===== config.mk =====
export PLATFORM = sky130hd
export DESIGN_NAME = instr_encoder
export DESIGN_NICKNAME = d
export VERILOG_FILES = /design/src/rtl/instr_encoder.sv
export SDC_FILE = /design/constraint.sdc
export NUM_CORES = 1
export LEC_CHECK = 0
export BUFFER_PORTS_ARGS = -buffer_cell sky130_fd_sc_hd__buf_4
export CAP_MARGIN = 25
export CORE_UTILIZATION = 55
export CTS_BUF_LIST = sky130_fd_sc_hd__clkbuf_4
export DETAILED_ROUTE_END_ITERATION = 10
export GPL_TIMING_DRIVEN = 1
export PLACE_DENSITY = 0.79
export SETUP_SLACK_MARGIN = 0.4
export SLEW_MARGIN = 20
export SYNTH_ARGS = -nofsm -noshare
export SYNTH_HDL_FRONTEND = slang
export SYNTH_SLANG_ARGS = --single-unit

===== constraint.sdc =====
create_clock -name clk -period 2.84 [get_ports clk]
set_input_delay 0.568 -clock clk [delete_from_list [all_inputs] [get_ports clk]]
set_output_delay 0.568 -clock clk [all_outputs]
set_load 0.03 [all_outputs]

===== src/rtl/instr_encoder.sv =====
// ---------------------------------------------------------------------------
// instr_encoder
//   RV32I instruction encoder: packs opcode/funct/register/immediate fields
//   into a 32-bit instruction word and queues {word, err} in a small output
//   FIFO. Inverse of the ID-stage decoder.
//
//   Optional build macro: ENC_RANGE_CHECK_EN
//     When defined, err is also raised for immediates that do not fit their
//     format (word is still encoded with truncation). When undefined, err
//     flags only unsupported opcodes and no range logic exists.
//
// Parameters
//   DEPTH  output FIFO entries (power of two, >= 2)
//   CNT_W  width of the accepted field-set counter
//
// Ports
//   clk       core clock
//   rstn_i    asynchronous active-low reset
//   valid_i   field set valid            ready_o  encoder can accept
//   opcode_i, funct3_i, funct7_i, rs1_i, rs2_i, rd_i, imm_i  field set
//   valid_o   FIFO head valid            ready_i  consumer accepts head
//   instr_o   head word (0 when empty)   err_o    head error flag
//   cnt_o     number of accepted field sets (wraps)
// ---------------------------------------------------------------------------
module instr_encoder #(
    parameter int DEPTH = 4,
    parameter int CNT_W = 16
) (
    input  logic             clk,
    input  logic             rstn_i,
    input  logic             valid_i,
    output logic             ready_o,
    input  logic [6:0]       opcode_i,
    input  logic [2:0]       funct3_i,
    input  logic [6:0]       funct7_i,
    input  logic [4:0]       rs1_i,
    input  logic [4:0]       rs2_i,
    input  logic [4:0]       rd_i,
    input  logic [31:0]      imm_i,
    output logic             valid_o,
    input  logic             ready_i,
    output logic [31:0]      instr_o,
    output logic             err_o,
    output logic [CNT_W-1:0] cnt_o
);

    localparam int PTR_W = $clog2(DEPTH);

    localparam logic [6:0] OP_LUI     = 7'b0110111;
    localparam logic [6:0] OP_AUIPC   = 7'b0010111;
    localparam logic [6:0] OP_JAL     = 7'b1101111;
    localparam logic [6:0] OP_JALR    = 7'b1100111;
    localparam logic [6:0] OP_BRANCH  = 7'b1100011;
    localparam logic [6:0] OP_LOAD    = 7'b0000011;
    localparam logic [6:0] OP_STORE   = 7'b0100011;
    localparam logic [6:0] OP_IMM_ALU = 7'b0010011;
    localparam logic [6:0] OP_REG_ALU = 7'b0110011;

    localparam logic [31:0] NOP_WORD = 32'h0000_0013;

    // Returns {err, word}; err here only marks an unsupported opcode.
    function automatic logic [32:0] encode(
        input logic [6:0]  op,
        input logic [2:0]  f3,
        input logic [6:0]  f7,
        input logic [4:0]  rs1,
        input logic [4:0]  rs2,
        input logic [4:0]  rd,
        input logic [31:0] imm
    );
        logic [32:0] res;
        case (op)
            OP_LUI, OP_AUIPC:
                res = {1'b0, imm[31:12], rd, op};
            OP_IMM_ALU, OP_LOAD, OP_JALR:
                res = {1'b0, imm[11:0], rs1, f3, rd, op};
            OP_REG_ALU:
                res = {1'b0, f7, rs2, rs1, f3, rd, op};
            OP_STORE:
                res = {1'b0, imm[11:5], rs2, rs1, f3, imm[4:0], op};
            OP_BRANCH:
                res = {1'b0, imm[12], imm[10:5], rs2, rs1, f3, imm[4:1], imm[11], op};
            OP_JAL:
                res = {1'b0, imm[20], imm[10:1], imm[11], imm[19:12], rd, op};
            default:
                res = {1'b1, NOP_WORD};
        endcase
        return res;
    endfunction

`ifdef ENC_RANGE_CHECK_EN
    // High when the immediate does not fit the format of the opcode.
    function automatic logic range_err(input logic [6:0] op, input logic [31:0] imm);
        logic bad;
        case (op)
            OP_IMM_ALU, OP_LOAD, OP_JALR, OP_STORE:
                bad = (imm[31:11] != {21{imm[11]}});
            OP_BRANCH:
                bad = (imm[31:12] != {20{imm[12]}}) || imm[0];
            OP_JAL:
                bad = (imm[31:20] != {12{imm[20]}}) || imm[0];
            OP_LUI, OP_AUIPC:
                bad = (imm[11:0] != 12'h000);
            default:
                bad = 1'b0;
        endcase
        return bad;
    endfunction
`endif

    logic [32:0]      enc_s;
    logic             rng_err_s;
    logic             push_s;
    logic             pop_s;
    logic             full_s;
    logic             empty_s;

    logic [32:0]      mem_r [DEPTH];
    logic [PTR_W-1:0] wr_ptr_r;
    logic [PTR_W-1:0] rd_ptr_r;
    logic [PTR_W:0]   fill_r;
    logic [CNT_W-1:0] cnt_r;

    // Combinational encode of the presented field set.
    always_comb begin
        enc_s = encode(opcode_i, funct3_i, funct7_i, rs1_i, rs2_i, rd_i, imm_i);
    end

    // Immediate range error (tied low unless the range check is built in).
    always_comb begin
`ifdef ENC_RANGE_CHECK_EN
        rng_err_s = range_err(opcode_i, imm_i);
`else
        rng_err_s = 1'b0;
`endif
    end

    assign full_s  = (fill_r == (PTR_W+1)'(DEPTH));
    assign empty_s = (fill_r == {(PTR_W+1){1'b0}});
    // ready_o depends only on the fill level, so a pop in the same cycle
    // never frees a slot for a push while full.
    assign push_s  = valid_i && !full_s;
    assign pop_s   = !empty_s && ready_i;

    // FIFO storage: write {err, word} at the write pointer.
    always_ff @(posedge clk or negedge rstn_i) begin
        if (!rstn_i) begin
            for (int i = 0; i < DEPTH; i++) begin
                mem_r[i] <= 33'd0;
            end
        end else if (push_s) begin
            mem_r[wr_ptr_r] <= {enc_s[32] | rng_err_s, enc_s[31:0]};
        end
    end

    // Pointers, fill level and accepted-word counter.
    always_ff @(posedge clk or negedge rstn_i) begin
        if (!rstn_i) begin
            wr_ptr_r <= {PTR_W{1'b0}};
            rd_ptr_r <= {PTR_W{1'b0}};
            fill_r   <= {(PTR_W+1){1'b0}};
            cnt_r    <= {CNT_W{1'b0}};
        end else begin
            if (push_s) begin
                wr_ptr_r <= wr_ptr_r + PTR_W'(1);
                cnt_r    <= cnt_r + CNT_W'(1);
            end
            if (pop_s) begin
                rd_ptr_r <= rd_ptr_r + PTR_W'(1);
            end
            case ({push_s, pop_s})
                2'b10:   fill_r <= fill_r + (PTR_W+1)'(1);
                2'b01:   fill_r <= fill_r - (PTR_W+1)'(1);
                default: fill_r <= fill_r;
            endcase
        end
    end

    // Head presentation: zeros whenever the FIFO is empty.
    always_comb begin
        if (!empty_s) begin
            {err_o, instr_o} = mem_r[rd_ptr_r];
        end else begin
            {err_o, instr_o} = 33'd0;
        end
    end

    assign valid_o = !empty_s;
    assign ready_o = !full_s;
    assign cnt_o   = cnt_r;

endmodule

==> results of run 1 <==
==> metrics by stage <==
stage	instance area (um^2)	instances	setup WS, ns	total power, mW	hold slack, ns
after global routing	9300	984	0.0795	8.08	0.247
after detailed placement	8590	941	0.296	5.76	0.448
after global placement	8590	941	0.408	5.64	0.445
after floorplan	7520	674	0.413	4.83	0.272
final	9300	984	0.149	7.68	0.250
after CTS	9280	983	0.139	7.66	0.232
==> layout make-up <==
cell class,count,area (um^2)
Timing Repair Buffer,147,1370
Clock inverter,11,128
Inverter,39,149
Multi-Input combinational cell,436,3400
Fill cell,954,4000
Sequential cell,155,3880
Tap cell,176,220
Clock buffer,20,150
==> critical path: stages, from the launching register on <==
cell,delay [ns]
dfrtp_4,0.48
buf_6,0.13
buf_12,0.13
mux4_2,0.51
and2_4,0.17
buf_6,0.13
==> cells by family after synthesis <==
family / Yosys count / share of synthesized area
compound gates: 158 / 0.144
simple gates: 206 / 0.142
fa+ha+maj: 7 / 0.0126
buf+inv: 83 / 0.0467
mux: 44 / 0.115
xor+xnor: 21 / 0.0245
flops: 155 / 0.516
==> cells in the mapped netlist (2+ instances only) <==
master / count / area, um^2
a21oi_1: 11 / 55.1
a21oi_4: 4 / 65.1
a222oi_1: 36 / 360
a22o_1: 7 / 61.3
a31oi_1: 2 / 12.5
and2_1: 37 / 231
and3_1: 4 / 25.0
and3b_1: 2 / 17.5
buf_2: 23 / 115
buf_4: 3 / 22.5
clkbuf_1: 17 / 63.8
dfrtp_1: 155 / 3880
ha_1: 6 / 75.1
inv_1: 37 / 139
inv_2: 2 / 7.51
mux2_2: 9 / 101
mux2i_1: 2 / 20.0
mux4_2: 33 / 743
nand2_1: 104 / 390
nand2b_1: 11 / 68.8
nand3_1: 7 / 35.0
nand3_2: 2 / 20.0
nand4_1: 3 / 18.8
nand4b_1: 2 / 17.5
nor2_1: 10 / 37.5
nor2_2: 4 / 25.0
nor3_1: 3 / 15.0
o21a_1: 4 / 30.0
o21ai_0: 55 / 275
o21ai_1: 32 / 160
or3_1: 2 / 12.5
xnor2_1: 16 / 140
xor2_1: 5 / 43.8
==> worst max-delay path by stage <==
| stage | to | slack (ns) |
|---|---|---|
| floorplan | fill_r[2] | 0.41 |
| global placement | fill_r[2] | 0.41 |
| detailed placement | fill_r[2] | 0.30 |
| CTS | instr_o[0] | 0.14 |
| global route | instr_o[25] | 0.08 |
| finish | instr_o[5] | 0.15 |
==> state kept, by name, indices dropped and copies added (netlist names) <==
name / cells
mem_r: 132
cnt_o: 16
fill_r: 3
rd_ptr_r: 2
wr_ptr_r: 2
==> placed cells by master (no fill, tap or decap), drive strengths merged, types with 2 or more instances in the layout <==
master	count
nor3	4
a31oi	2
o21a	4
buf	146
nor2	14
a22o	7
clkinv	7
clkbuf	20
inv	39
a222oi	36
mux2	9
mux2i	2
nand4	3
nor3b	2
nand4b	2
nand3	9
dfrtp	155
a21oi	15
nand2	104
mux4	33
xnor2	16
xor2	5
or3	3
and3b	2
and3	5
bufinv	3
ha	6
and2	37
o21ai	87
nand2b	11
==> where the power goes <==
part           switching (mW)  leakage [nW]  internal (mW)
Sequential              0.297          2.06           2.67
Clock                   0.731         0.153          0.618
Combinational            1.77          2.18           1.60
Total                    2.80          4.40           4.89
==> what timing repair did <==
action,4_1_cts,5_1_grt
hold buffers,1,0
endpoints found under the hold margin,47,0
cloned,3,0
resized for setup,86,3
endpoints found under the setup margin,35,35
buffers inserted,7,1
==> metal layers <==
metal	track usage	routed length, um	vias up
met5	0	0	-
met4	0.146	506	0
met3	0.0718	1420	46
met2	0.469	9490	269
met1	0.349	7330	2922
li1	-	-	2671
==> run summary, run 1 <==
The run finished, with violations left. The final reports fail on design-rule violations. The combined global-route utilization of all metal layers came out at 0.285. The worst hold endpoint is mem_r[46]. The average wire length per cell after detail routing came out at 19.1 um. The maximum clock frequency is 372 MHz. The floorplan has 42 rows. The number of antenna diodes in the final layout is 0. The number of warnings issued by yosys came out at 0. Measured against its own limit, the worst slew margin works out to 0.517. The number of cells produced by synthesis came out at 674. The minimum setup slack among reg-to-reg paths is 0.50 ns. The post-synthesis async set-or-reset flop share came out at 1.00. The setup skew after layout is 0.0119 ns. The tightest min-delay check is of the input port to register type.

The average cell area after synthesis came out at 11.2 um^2. The maximum number of pins on one net before global-route repair is 54. Of all nets on the critical path, the largest fanout is 7. Counting flops and latches in the post-synthesis netlist gives 155. The y dimension of the die is 119 um. The count of boundary I/O pins came out at 119. The share of cells above drive strength 1 came out at 0.340. The beginning of the worst register-to-register path is fill_r[0]. For this run, the leading register cell type out of synthesis is dfrtp_1. The final routed wirelength across all metal layers is 18700 um.

For this block, the initial DRC count from the detailed router was 687. The number of buffers inserted by port buffering came out at 118. The startpoint of the lowest-slack hold path is funct3_i[1].

The final-report hold violation count is 0. The x dimension of the die came out at 119 um. The leakage power of the design came out at 4.40 nW. The peak supply drop is 0.000778 V. For this configuration, the core starts out at a cell density of 0.566.

The worst-margin pin slew is 0.724 ns. The H-tree depth came out at 4. The type of the worst setup path is register to output pin. In this run, synthesis inferred 0 flip-flops with an integrated enable. The final cell utilization of the core came out at 0.699. The worst-case clock buffer depth is 2. Of the synthesized area, sequential elements account for 0.516. Summed over all nets, the half-perimeter wirelength after detailed placement is 12700 um. The cell area that synthesis handed to floorplanning was 7520 um^2. The worst setup path is captured at an output pin.

The first-pass iteration count of the detailed router came out at 11. Setup violations remaining at the end of the flow were counted as 0. The clock edge transition at the registers on the reported setup and hold paths came out at 0.12 ns. The startpoint class of the critical path is a register. Global routing finished with a remaining overflow of 0. The growth of design area from synthesis to finish came out at 23.6%. The number of nets produced by synthesis is 749. The cell sitting at the root of the clock tree is a clkbuf_4.

The power density normalized to cell area is 826 nW/um^2. In the finished design, the share of the clock period the worst path needs comes to 0.948. Setup repair after global routing could not meet its margin everywhere. The final sum of negative setup slack is 0 ns. The required time at the worst-slack endpoint came out at 2.27 ns. For this run, the post-layout net count is 871. In this run the standard cell core region covers 13300 um^2. The number of pins exceeding their max-slew limit in the final report was 0. The count of maximum capacitance violations is 0. Synthesis instantiated 57 different standard cells from the library. The placer congestion estimate is 0.872. Tracing the worst setup path back leads to its startpoint at rd_ptr_r[0]. The count of nets left with antenna violations after detail routing is 0. Counting the buffers created by CTS gives 17. The worst register-to-register path ends at fill_r[2]. The number of DRC violations after detailed routing is 12.

TritonCTS built the clock tree. Along the worst hold path, the cell count comes to 3. The die area came out at 14100 um^2. CTS saw 155 sinks. The logic depth of the worst register-to-register path is 9. The endpoint arrival time on the critical path is 2.12 ns. The clock network latency to the later pin of the worst-skew pair came out at 0.57 ns. The first-pass GRT wire length is 30900 um.

The via-per-instance ratio is 6.00. The number of antenna violations at the first check in global routing came out at 1. The time the worst path needs with I/O delays and setup is 2.69 ns. The number of global-route vias before repair is 6296. The final route contains 5908 vias.
Note: power is estimated with default switching activity, not from simulation.
==> inputs of run 2 (changes only) <==
==> constraint.sdc (replaced) <==
create_clock -name clk -period 2.84 [get_ports clk]
set_input_delay 0 -clock clk [delete_from_list [all_inputs] [get_ports clk]]
set_output_delay 0 -clock clk [all_outputs]
set_load 0.03 [all_outputs]
==> run 2 against run 1 <==
Clock-buffer cell count up 1. Clock power decreased by 13%. Clock skew is 0.0028 ns lower. Register-to-register slack better by 0.07 ns. Critical endpoint is now instr_o[20]. The run now ends clean. Worst hold slack got worse by 0.23 ns. Global-route usage about the same. Largest power group is now registers.
==> run summary, run 2 (same netlist as run 1, synthesis figures left out) <==
The power density normalized to cell area is 737 nW/um^2. The final-report hold violation count came out at 0. The clock network latency to the later pin of the worst-skew pair is 0.54 ns. The via-per-instance ratio is 5.90. The count of boundary I/O pins is 119. At the worst endpoint, the required time is 2.84 ns. The number of pins exceeding their max-slew limit in the final report is 0.

TritonCTS built the clock tree. The minimum setup slack among reg-to-reg paths is 0.57 ns. At the pin with the least slew margin, the transition time is 0.679 ns.

For this configuration, the core starts out at a cell density of 0.566. The number of diodes is 0. The post-DP HPWL came out at 12500 um. The number of buffers inserted by port buffering came out at 118. The most flop-heavy register is mem_r.

Of the total power, the share spent switching nets is 0.381. The number of antenna violations at the first check in global routing came out at 1. Setup repair after global routing left no endpoint under its margin. Entering global routing, the biggest net connects 73 pins. The total grt overflow is 0.

The count of maximum capacitance violations came out at 0. The endpoint class of the critical path is an output pin. The remaining max-slew budget at the tightest pin came out at 0.547.

In the finished design, the share of the clock period the worst path needs comes to 0.815. The net total in the final layout came out at 916. The share of total power dissipated in combinational logic is 0.400. The fraction of power consumed by the clock network came out at 0.169.

The first-pass GRT wire length came out at 31400 um. The worst-case clock buffer depth is 2. The setup skew after layout came out at 0.00910 ns.

The share of cells above drive strength 1 is 0.268. The final sum of negative setup slack is 0 ns. The area of the placeable core came out at 13300 um^2. The sequential power share came out at 0.431. The critical register-to-register path endpoint is fill_r[2]. The startpoint class of the critical path is a register. The via total after detailed routing is 6069. The count of filler cells inserted in the layout is 932. The library cell used most frequently in the layout, excluding fill and tap cells, is dfrtp_1.

The x dimension of the die came out at 119 um. The post-route non-filler standard cell count came out at 1029. In this run the clock root is driven by a clkbuf_4.

In this run, placement finished with an instance count of 939. The worst setup margin is 0.527 ns. The internal power of the cells totals 4.30 mW. The leakage power of the design is 4.39 nW.

The maximum clock frequency is 432 MHz. The beginning of the worst register-to-register path is fill_r[0]. The y dimension of the die is 119 um. Leaving out fill and tap cells, the most frequent cells in the layout are dfrtp_1 (153), buf_4 (131), nand2_1 (104).

For this run, the total global-route usage over all layers was measured as 0.285. The number of DRC violations after detailed routing came out at 0. The final setup violation count is 0.

The CTS buffer count came out at 17. The number of clock sinks is 155. The first detailed-routing pass took 11 iterations.

The floorplan step defined a die boundary enclosing 14100 um^2. The peak supply drop came out at 0.000693 V. The average wire length per cell after detail routing came out at 18.1 um.

The clock edge transition at the registers on the reported setup and hold paths came out at 0.11 ns. The worst setup slack before clock tree synthesis is 0.332 ns. The logic depth of the worst register-to-register path is 9. The min-delay analysis places its worst path in the category input port to async pin. The placer congestion estimate came out at 0.857. The critical path is of the register to output pin type.

Along the worst path, the maximum fanout reaches 27. After floorplanning, the core was divided into 42 placement rows. The count of nets left with antenna violations after detail routing is 0. The H-tree depth came out at 4. The endpoint arrival time on the critical path is 2.31 ns.

The final routed wirelength across all metal layers is 18700 um. The time the worst path needs with I/O delays and setup came out at 2.31 ns. The flow ran to the end, and the final reports show no timing, DRC or antenna violations. The detailed router finished its first iteration with 741 violations.

The analysis attributes to net switching a power of 2.64 mW. The number of global-route vias before repair came to 6449. The flip-flop count of the largest register after layout is 132. Compared with the post-synthesis result, the final layout area differs by 25.2%.
[run 2: critical path: stages, from the launching register on]
cell and delay, ns:
dfrtp_4 0.57, buf_12 0.28, mux4_2 0.56, and2_1 0.18
buf_4 0.17
[run 2: power by group through the flow]
stage               sequential, mW  clock [mW]  combinational [mW]
CTS                           2.99        1.21                2.77
detailed placement            3.03           0                2.71
global placement              2.99           0                2.63
finish                        2.99        1.18                2.78
floorplan                     2.98           0                1.85
global route                  3.06        1.30                3.01
[run 2: worst max-delay path by stage]
stage                     slack [ns]   startpoint  cells after the start           to
after global routing            0.39  opcode_i[1]                      9   mem_r[129]
after floorplan                 0.41    fill_r[0]                     11    fill_r[2]
after CTS                       0.41  rd_ptr_r[0]                      4  instr_o[20]
after detailed placement        0.33    fill_r[0]                      9    fill_r[2]
final                           0.53  rd_ptr_r[0]                      4  instr_o[20]
after global placement          0.41    fill_r[0]                      9    fill_r[2]
[run 2: layout make-up]
type                    instances  area [um^2]  share of cell area
repair buffers                192         1620               0.172
flip-flops and latches        155         3880               0.412
clock buffers                  21          158              0.0167
inverters                      39          149              0.0158
well taps                     176          220              0.0234
multi-input cells             436         3310               0.352
clock inverters                10         77.6             0.00824
[run 2: routing by layer]
metal	part of all wire	vias up	GRT usage
li1	-	2755	-
met3	0.074	51	0.0680
met5	0	-	0
met1	0.40	3007	0.352
met4	0.027	0	0.135
met2	0.50	256	0.474
[run 2: timing repair]
action / in CTS / in global routing
hold endpoints to repair: 245 / 0
resized for setup: 2 / 5
setup endpoints to repair: 1 / 49
gates cloned: 0 / 0
hold buffers: 58 / 0
buffers inserted: 0 / 1
[run 2: metrics by stage]
step	utilization	power [mW]	hold slack, ns	instance area, um^2
floorplan	-	4.83	-0.296	7520
global placement	0.645	5.62	0.0487	8570
detailed placement	0.645	5.74	0.0596	8570
CTS	0.707	6.97	0.0144	9390
global route	0.708	7.37	0.0544	9420
finish	0.708	6.94	0.0231	9420
